<file path="config.mk">
export PLATFORM = sky130hd
export DESIGN_NAME = e203_exu_alu_rglr_pipe
export DESIGN_NICKNAME = d
export VERILOG_FILES = /design/src/rtl/e203_exu_alu_rglr_pipe_pkg.sv /design/src/rtl/e203_exu_alu_rglr_fifo.sv /design/src/rtl/e203_exu_alu_rglr_pipe.sv
export SDC_FILE = /design/constraint.sdc
export NUM_CORES = 1
export LEC_CHECK = 0
export CAP_MARGIN = 20
export CORE_AREA = 3 3 119 121
export DETAILED_ROUTE_END_ITERATION = 16
export DIE_AREA = 0 0 122 124
export PLACE_DENSITY = 0.73
export RECOVER_POWER = 25
export SLEW_MARGIN = 20
export SYNTH_ARGS = -nofsm -noshare
export SYNTH_HDL_FRONTEND = slang
export SYNTH_SLANG_ARGS = --single-unit
</file>
<file path="constraint.sdc">
create_clock -name clk -period 3.4 [get_ports clk]
set_clock_uncertainty 0.2 [all_clocks]
set_input_delay 0.68 -clock clk [delete_from_list [all_inputs] [get_ports clk]]
set_output_delay 0.68 -clock clk [all_outputs]
set_load 0.02 [all_outputs]
</file>
<file path="src/rtl/e203_exu_alu_rglr_pipe_pkg.sv">
// Shared constants for the regular-ALU pipe: ALU info bus layout,
// strobe ordering and output FIFO entry layout.
package e203_exu_alu_rglr_pipe_pkg;

  // ALU decode-info bus layout (group, rv32 flag, then ALU fields)
  localparam int DECINFO_GRP_LSB    = 0;
  localparam int DECINFO_GRP_W      = 3;
  localparam int DECINFO_RV32       = 3;
  localparam int DECINFO_ALU_ADD    = 4;
  localparam int DECINFO_ALU_SUB    = 5;
  localparam int DECINFO_ALU_XOR    = 6;
  localparam int DECINFO_ALU_SLL    = 7;
  localparam int DECINFO_ALU_SRL    = 8;
  localparam int DECINFO_ALU_SRA    = 9;
  localparam int DECINFO_ALU_OR     = 10;
  localparam int DECINFO_ALU_AND    = 11;
  localparam int DECINFO_ALU_SLT    = 12;
  localparam int DECINFO_ALU_SLTU   = 13;
  localparam int DECINFO_ALU_LUI    = 14;
  localparam int DECINFO_ALU_OP2IMM = 15;
  localparam int DECINFO_ALU_OP1PC  = 16;
  localparam int DECINFO_ALU_NOP    = 17;
  localparam int DECINFO_ALU_ECAL   = 18;
  localparam int DECINFO_ALU_EBRK   = 19;
  localparam int DECINFO_ALU_WFI    = 20;
  localparam int DECINFO_ALU_WIDTH  = 21;

  // Datapath op strobes occupy a contiguous run of the info bus starting at ADD
  typedef enum logic [3:0] {
    STRB_ADD, STRB_SUB, STRB_XOR, STRB_SLL, STRB_SRL, STRB_SRA,
    STRB_OR, STRB_AND, STRB_SLT, STRB_SLTU, STRB_LUI
  } alu_strb_e;
  localparam int ALU_STRB_NUM = 11;

  // FIFO entry: {res, ecall, ebreak, wfi, itag}, itag in the LSBs
  function automatic int ent_w(input int xlen, input int itag_w);
    return xlen + 3 + itag_w;
  endfunction

  localparam int XLEN_DEF   = 32;
  localparam int ITAG_W_DEF = 2;
  localparam int ENT_W      = ent_w(XLEN_DEF, ITAG_W_DEF);

endpackage

</file>
<file path="src/rtl/e203_exu_alu_rglr_fifo.sv">
// Generic DEPTH x W valid/ready FIFO with synchronous flush and occupancy
// count. The head is read combinationally so an entry written in one cycle
// is visible at the output in the next; the head reads as zero when empty.
module e203_exu_alu_rglr_fifo #(
  parameter int DEPTH = 2,
  parameter int W     = 8
) (
  input  logic         clk,
  input  logic         rst_n,
  input  logic         i_flush,
  input  logic         i_wr_valid,
  output logic         o_wr_ready,
  input  logic [W-1:0] i_wr_data,
  output logic         o_rd_valid,
  input  logic         i_rd_ready,
  output logic [W-1:0] o_rd_data,
  output logic [2:0]   o_cnt
);

  localparam int              PTR_W    = (DEPTH > 1) ? $clog2(DEPTH) : 1;
  localparam logic [PTR_W-1:0] PTR_LAST = PTR_W'(DEPTH - 1);
  localparam logic [2:0]       CNT_FULL = 3'(DEPTH);

  logic [PTR_W-1:0] r_wr_ptr;
  logic [PTR_W-1:0] r_rd_ptr;
  logic [2:0]       r_cnt;
  logic [W-1:0]     r_mem [DEPTH];

  logic w_full;
  logic w_empty;
  logic w_wr;
  logic w_rd;

  // Wrap by explicit compare so non-power-of-two depths cycle correctly
  function automatic logic [PTR_W-1:0] next_ptr(input logic [PTR_W-1:0] p);
    return (p == PTR_LAST) ? '0 : p + 1'b1;
  endfunction

  assign w_full     = (r_cnt == CNT_FULL);
  assign w_empty    = (r_cnt == 3'd0);
  assign w_wr       = i_wr_valid & ~w_full & ~i_flush;
  assign w_rd       = ~w_empty & i_rd_ready & ~i_flush;
  assign o_wr_ready = ~w_full;
  assign o_rd_valid = ~w_empty;
  assign o_cnt      = r_cnt;
  assign o_rd_data  = w_empty ? '0 : r_mem[r_rd_ptr];

  // Control state: pointers and count; flush overrides any handshake
  always_ff @(posedge clk or negedge rst_n) begin
    if (!rst_n) begin
      r_wr_ptr <= '0;
      r_rd_ptr <= '0;
      r_cnt    <= 3'd0;
    end else if (i_flush) begin
      r_wr_ptr <= '0;
      r_rd_ptr <= '0;
      r_cnt    <= 3'd0;
    end else begin
      if (w_wr) r_wr_ptr <= next_ptr(r_wr_ptr);
      if (w_rd) r_rd_ptr <= next_ptr(r_rd_ptr);
      r_cnt <= r_cnt + {2'b00, w_wr} - {2'b00, w_rd};
    end
  end

  // Storage: one write-enabled register per entry, no reset needed
  for (genvar gi = 0; gi < DEPTH; gi++) begin : g_mem
    always_ff @(posedge clk) begin
      if (w_wr && (r_wr_ptr == PTR_W'(gi))) r_mem[gi] <= i_wr_data;
    end
  end

endmodule

</file>
<file path="src/rtl/e203_exu_alu_rglr_pipe.sv">
// Regular-ALU issue/commit wrapper: decodes the ALU info bus into shared
// datapath strobes, muxes operands, and buffers result plus commit flags in
// a small output FIFO so commit backpressure never reaches issue directly.
module e203_exu_alu_rglr_pipe
  import e203_exu_alu_rglr_pipe_pkg::*;
#(
  parameter int XLEN    = 32,
  parameter int PC_SIZE = 32,
  parameter int INFO_W  = DECINFO_ALU_WIDTH,
  parameter int ITAG_W  = 2,
  parameter int DEPTH   = 2
) (
  input  logic              clk,
  input  logic              rst_n,
  input  logic              alu_i_valid,
  output logic              alu_i_ready,
  input  logic [XLEN-1:0]   alu_i_rs1,
  input  logic [XLEN-1:0]   alu_i_rs2,
  input  logic [XLEN-1:0]   alu_i_imm,
  input  logic [PC_SIZE-1:0] alu_i_pc,
  input  logic [INFO_W-1:0] alu_i_info,
  input  logic [ITAG_W-1:0] alu_i_itag,
  input  logic              alu_i_flush,
  output logic              alu_o_valid,
  input  logic              alu_o_ready,
  output logic [XLEN-1:0]   alu_o_wbck_wdat,
  output logic              alu_o_wbck_err,
  output logic              alu_o_cmt_ecall,
  output logic              alu_o_cmt_ebreak,
  output logic              alu_o_cmt_wfi,
  output logic [ITAG_W-1:0] alu_o_itag,
  output logic [2:0]        alu_o_cnt,
  output logic              alu_req_alu_add,
  output logic              alu_req_alu_sub,
  output logic              alu_req_alu_xor,
  output logic              alu_req_alu_sll,
  output logic              alu_req_alu_srl,
  output logic              alu_req_alu_sra,
  output logic              alu_req_alu_or,
  output logic              alu_req_alu_and,
  output logic              alu_req_alu_slt,
  output logic              alu_req_alu_sltu,
  output logic              alu_req_alu_lui,
  output logic [XLEN-1:0]   alu_req_alu_op1,
  output logic [XLEN-1:0]   alu_req_alu_op2,
  input  logic [XLEN-1:0]   alu_req_alu_res
);

  localparam int EW       = ent_w(XLEN, ITAG_W);
  localparam int E_WFI    = ITAG_W;
  localparam int E_EBRK   = ITAG_W + 1;
  localparam int E_ECAL   = ITAG_W + 2;
  localparam int E_RES    = ITAG_W + 3;

  logic                    w_fifo_wr_ready;
  logic                    w_enq;
  logic [ALU_STRB_NUM-1:0] w_strb;
  logic [XLEN-1:0]         w_pc_ext;
  logic [EW-1:0]           w_wr_data;
  logic [EW-1:0]           w_head;
  logic                    w_unused_info;

  // Flush blocks issue outright; ready never depends on alu_o_ready
  assign alu_i_ready = w_fifo_wr_ready & ~alu_i_flush;
  assign w_enq       = alu_i_valid & alu_i_ready;

  // Operand muxes are left ungated; only the strobes qualify the request
  assign w_pc_ext        = XLEN'(alu_i_pc);
  assign alu_req_alu_op1 = alu_i_info[DECINFO_ALU_OP1PC]  ? w_pc_ext  : alu_i_rs1;
  assign alu_req_alu_op2 = alu_i_info[DECINFO_ALU_OP2IMM] ? alu_i_imm : alu_i_rs2;

  // Strobe gating: every op qualified by enq, ADD additionally suppressed by NOP
  for (genvar gi = 0; gi < ALU_STRB_NUM; gi++) begin : g_strb
    if (gi == int'(STRB_ADD)) begin : g_add
      assign w_strb[gi] = alu_i_info[DECINFO_ALU_ADD + gi] & ~alu_i_info[DECINFO_ALU_NOP] & w_enq;
    end else begin : g_op
      assign w_strb[gi] = alu_i_info[DECINFO_ALU_ADD + gi] & w_enq;
    end
  end

  assign alu_req_alu_add  = w_strb[STRB_ADD];
  assign alu_req_alu_sub  = w_strb[STRB_SUB];
  assign alu_req_alu_xor  = w_strb[STRB_XOR];
  assign alu_req_alu_sll  = w_strb[STRB_SLL];
  assign alu_req_alu_srl  = w_strb[STRB_SRL];
  assign alu_req_alu_sra  = w_strb[STRB_SRA];
  assign alu_req_alu_or   = w_strb[STRB_OR];
  assign alu_req_alu_and  = w_strb[STRB_AND];
  assign alu_req_alu_slt  = w_strb[STRB_SLT];
  assign alu_req_alu_sltu = w_strb[STRB_SLTU];
  assign alu_req_alu_lui  = w_strb[STRB_LUI];

  // Group and rv32 fields carry no meaning inside the ALU wrapper
  assign w_unused_info = ^alu_i_info[DECINFO_RV32:DECINFO_GRP_LSB];

  assign w_wr_data = {alu_req_alu_res,
                      alu_i_info[DECINFO_ALU_ECAL],
                      alu_i_info[DECINFO_ALU_EBRK],
                      alu_i_info[DECINFO_ALU_WFI],
                      alu_i_itag};

  e203_exu_alu_rglr_fifo #(
    .DEPTH (DEPTH),
    .W     (EW)
  ) u_fifo (
    .clk        (clk),
    .rst_n      (rst_n),
    .i_flush    (alu_i_flush),
    .i_wr_valid (w_enq),
    .o_wr_ready (w_fifo_wr_ready),
    .i_wr_data  (w_wr_data),
    .o_rd_valid (alu_o_valid),
    .i_rd_ready (alu_o_ready),
    .o_rd_data  (w_head),
    .o_cnt      (alu_o_cnt)
  );

  // Head entry unpack; the FIFO already zeroes it when empty
  assign alu_o_wbck_wdat  = w_head[E_RES +: XLEN];
  assign alu_o_cmt_ecall  = w_head[E_ECAL];
  assign alu_o_cmt_ebreak = w_head[E_EBRK];
  assign alu_o_cmt_wfi    = w_head[E_WFI];
  assign alu_o_itag       = w_head[ITAG_W-1:0];
  assign alu_o_wbck_err   = alu_o_cmt_ecall | alu_o_cmt_ebreak | alu_o_cmt_wfi;

endmodule

</file>
==> run summary <==
The number of buffers and inverters on the critical path was 3; the starting density of the core was 0.300. The run gives 0 as the Yosys warning count. The detail route stage leaves a number of antenna-violating nets equal to 0.

The critical path in this run is classified as in2out. The logs give 0 for the total grt overflow and 306 for the count of boundary I/O pins. Counting flops with a built-in enable in the synthesized netlist gives 74. The antenna diode count was 0; the number of gates given a new drive strength after cts was 0. The largest stage delay on the critical path is 550 ps, and the number of failing setup endpoints in the final timing report is 0. In this run the register-to-register setup slack is 940 ps. The congestion estimate from routability-driven global placement came to 0.746.

The run gives 10,500 um as the HPWL after detailed placement. Number of standard-cell rows in the floorplan: 42. Dividing the synthesized area by the synthesized cell count gives 14.6 um^2. TritonCTS built the clock tree. Cell type group with the largest total delay on the critical path: buffers and inverters. The layout has 1,046 filler cells. The tools report the startpoint kind of the worst setup timing path as an input pin. Before antenna repair, the detailed router went through 4 iterations. The area inside the core boundary was 0.0132 mm^2. The most critical setup path has its startpoint at alu_i_info[15]. At the end of the flow, the number of nets in the layout was 766.

The run gives 271 as the gate count after technology mapping. The share of the synthesized area in the top cell type is 0.562. Number of distinct standard cells referenced by the synthesized netlist: 24. The hold violation count in the final report was 0; the setup TNS was 0 ps. The run gives 0 as the count of pins over their slew limit. Total global routing track utilization: 0.161. In this run the power spent charging and discharging nets is 1.41 mW. Maximum clock insertion buffer count: 2.

The number of clock buffers inserted by TritonCTS came out at 9. DRC violations left: 0. The tools report the detailed-route wire length as 13,400 um. The routed layout has 3,331 vias. The part of the cycle the worst path needs was 0.948. The number of antenna violations at the first check in global routing was 1.

The worst min-delay path category is reg2reg. The sequential area share after synthesis was 0.593. In this run the most critical hold path is launched from u_fifo.r_wr_ptr.

The shortest clock period the worst path allows after layout was 3220 ps. Setup repair after global routing left no endpoint under its margin. The critical path goes through clkdlybuf4s50_1 > buf_12 > mux2_2 > clkdlybuf4s50_1.

The area growth from synthesis to layout is 89.2%. Across the whole layout, storage elements account for 0.00235 mm^2. Summed over all cells, the static leakage comes to 2.66 nW. The clock net in this run drives a total of 79 sinks.

The biggest fanout along the worst timing path works out to 32. Summing every instance area after synthesis gives 0.00396 mm^2. The worst slew slack as a fraction of its limit was 0.712. For the pin with the worst max-slew slack, the measured transition is 432 ps. In this run the critical register-to-register path is launched from u_fifo.o_cnt[1]. The largest total area in the synthesized netlist belongs to sky130_fd_sc_hd__edfxtp_1. The die is 122 um wide. STA classifies the critical path endpoint as an output port. The worst-case IR drop observed on VDD is 485 uV. Height of the die: 124 um.

The clock power share was 0.208. Static timing analysis puts the maximum clock frequency at 310 MHz. Sorting the synthesized cells by area gives the leading types as sky130_fd_sc_hd__edfxtp_1 56%, sky130_fd_sc_hd__mux2_2 17%, sky130_fd_sc_hd__mux2i_1 9.6%, sky130_fd_sc_hd__nor2_1 4.0%, sky130_fd_sc_hd__dfrtp_1 3.2%.

The logs give 3,343 for the via count of the first global-routing pass and 2.65 mW for the cell-internal power. Share of async-settable or async-resettable flops after synthesis: 0.0633. The flow ran to the end, and the final reports show no timing, DRC or antenna violations. The die covers 0.0151 mm^2.

The most used flip-flop cell after synthesis is sky130_fd_sc_hd__edfxtp_1. Entering global routing, the biggest net connects 35 pins. Data on the critical path is required at its endpoint by 2520 ps. The logs give 320 ps for the later-pin clock latency in the skew report and 462 for the post-synthesis net count. The logs give 2340 ps for the data arrival time at the worst-slack endpoint and 3 for the depth of the CTS H-tree.

Part of the total power dissipated in sequential elements: 0.300. The clock root buffer was sky130_fd_sc_hd__clkbuf_16. The share of post-route cells with drive strength above 1 works out to 0.150.

The switching part of the total came out at 0.347. By instance count, the cell type seen most on the critical path is sky130_fd_sc_hd__clkdlybuf4s50_1. The run gives 0.00149 mm^2 as the area occupied by multi-input gates.

For this design the ratio of total power to cell area is 542 mW/mm^2. The logs give 18,500 um for the global-route wire length before repair and 112 for the DRC violation total after the first TritonRoute iteration. Synthesis inferred 79 register bits. The average routed wire per standard cell came out at 17.8 um. The design draws 4.05 mW. Using the TritonRoute via totals, the vias-per-cell ratio works out to 4.41. Clock-pin slew was measured on the worst setup and hold paths at 60 ps. The run gives 0 as the cts-stage hold buffer count.

Port buffering added 301 buffers. For the number of buffers inserted to repair setup after CTS, the log shows 0. The combinational group share of total power is 0.492. Max-cap violations in this run came to 0. The slowest stage of the critical path is the sky130_fd_sc_hd__clkdlybuf4s50_1 cell.
==> state kept, by name, indices dropped and copies added (netlist names) <==
signal	cells
u_fifo.r_rd_ptr	1
u_fifo.r_wr_ptr	1
u_fifo.r_mem	74
u_fifo.o_cnt	3
==> cells in the mapped netlist, types with 3 or more instances <==
cell and instances:
sky130_fd_sc_hd__and2_1 11, sky130_fd_sc_hd__inv_1 4, sky130_fd_sc_hd__nor2_1 42, sky130_fd_sc_hd__dfrtp_1 5, sky130_fd_sc_hd__mux2_1 4, sky130_fd_sc_hd__buf_4 11
sky130_fd_sc_hd__mux2i_1 38, sky130_fd_sc_hd__buf_2 3, sky130_fd_sc_hd__edfxtp_1 74, sky130_fd_sc_hd__mux2_2 60
==> cell type report <==
cell class	count	area share
repair buffers	310	0.420
inverters	4	0.00201
clock buffers	10	0.0306
multi-input cells	171	0.199
flip-flops and latches	79	0.314
clock inverters	6	0.00485
well taps	176	0.0294
==> through the flow <==
step / utilization / instance area (um^2) / cells / setup WS, ps / hold slack [ps]
finish: 0.567 / 7480 / 756 / 177 / 348
global route: 0.567 / 7480 / 756 / 122 / 409
CTS: 0.567 / 7480 / 756 / 167 / 354
detailed placement: 0.547 / 7220 / 740 / 177 / 346
global placement: 0.547 / 7220 / 740 / 180 / 335
floorplan: - / 3960 / 271 / 58.2 / 184
==> layer usage <==
metal / vias up / wire length [um] / global-route usage
met3: 15 / 1390 / 0.0550
met1: 1555 / 4980 / 0.186
met2: 162 / 6900 / 0.280
met4: 2 / 170 / 0.0532
met5: - / 7 / 0
li1: 1597 / - / -
==> cell usage in the layout, fill, tap and decap left out <==
master,count
sky130_fd_sc_hd__clkinv_2,1
sky130_fd_sc_hd__and3b_1,1
sky130_fd_sc_hd__nand2b_1,2
sky130_fd_sc_hd__nor2b_4,1
sky130_fd_sc_hd__xor2_1,2
sky130_fd_sc_hd__fa_1,1
sky130_fd_sc_hd__clkbuf_1,1
sky130_fd_sc_hd__nor2b_1,1
sky130_fd_sc_hd__dlygate4sd3_1,33
sky130_fd_sc_hd__buf_12,5
sky130_fd_sc_hd__mux2_1,4
sky130_fd_sc_hd__nor3_4,1
sky130_fd_sc_hd__nor2_1,42
sky130_fd_sc_hd__inv_6,1
sky130_fd_sc_hd__clkinvlp_4,2
sky130_fd_sc_hd__clkbuf_16,9
sky130_fd_sc_hd__buf_4,4
sky130_fd_sc_hd__and2_2,1
sky130_fd_sc_hd__a31oi_1,1
sky130_fd_sc_hd__and2_1,10
sky130_fd_sc_hd__inv_1,4
sky130_fd_sc_hd__a21oi_1,1
sky130_fd_sc_hd__clkdlybuf4s50_1,268
sky130_fd_sc_hd__ha_1,2
sky130_fd_sc_hd__o31ai_1,1
sky130_fd_sc_hd__mux2_2,60
sky130_fd_sc_hd__edfxtp_1,74
sky130_fd_sc_hd__dfrtp_1,4
sky130_fd_sc_hd__xnor2_1,1
sky130_fd_sc_hd__clkinv_1,2
sky130_fd_sc_hd__mux2i_1,38
sky130_fd_sc_hd__dfrtp_2,1
sky130_fd_sc_hd__a21oi_4,1
==> cell families (layout without fill, tap and decap cells) <==
group,Yosys count,after routing,synth area share
and+or+nand+nor,59,59,0.0683
xor gates and xnor gates,3,3,0.00664
adders and majority gates,3,3,0.0114
buffers and inverters,21,330,0.0332
muxes,102,102,0.278
AOI/OAI and AO/OA,4,4,0.00886
DFF,79,79,0.593
==> path summary, 6_finish.rpt <==
kind                                  endpoint  cells after the start
min in group asynchronous      u_fifo.o_cnt[1]                      1
max in group asynchronous      u_fifo.r_rd_ptr                      1
max                        alu_req_alu_op2[14]                      4
min                            u_fifo.r_wr_ptr                      1
max reg2reg                    u_fifo.o_cnt[2]                      9
min reg2reg                    u_fifo.r_wr_ptr                      1
==> power by group through the flow <==
stage	Sequential (mW)	Clock, mW	Combinational, mW
finish	1.22	0.844	1.99
global route	1.23	0.907	2.11
CTS	1.22	0.862	2.03
detailed placement	1.24	0	2.01
global placement	1.23	0	2.00
floorplan	1.24	0	1.01
Note: power is estimated with default switching activity, not from simulation.
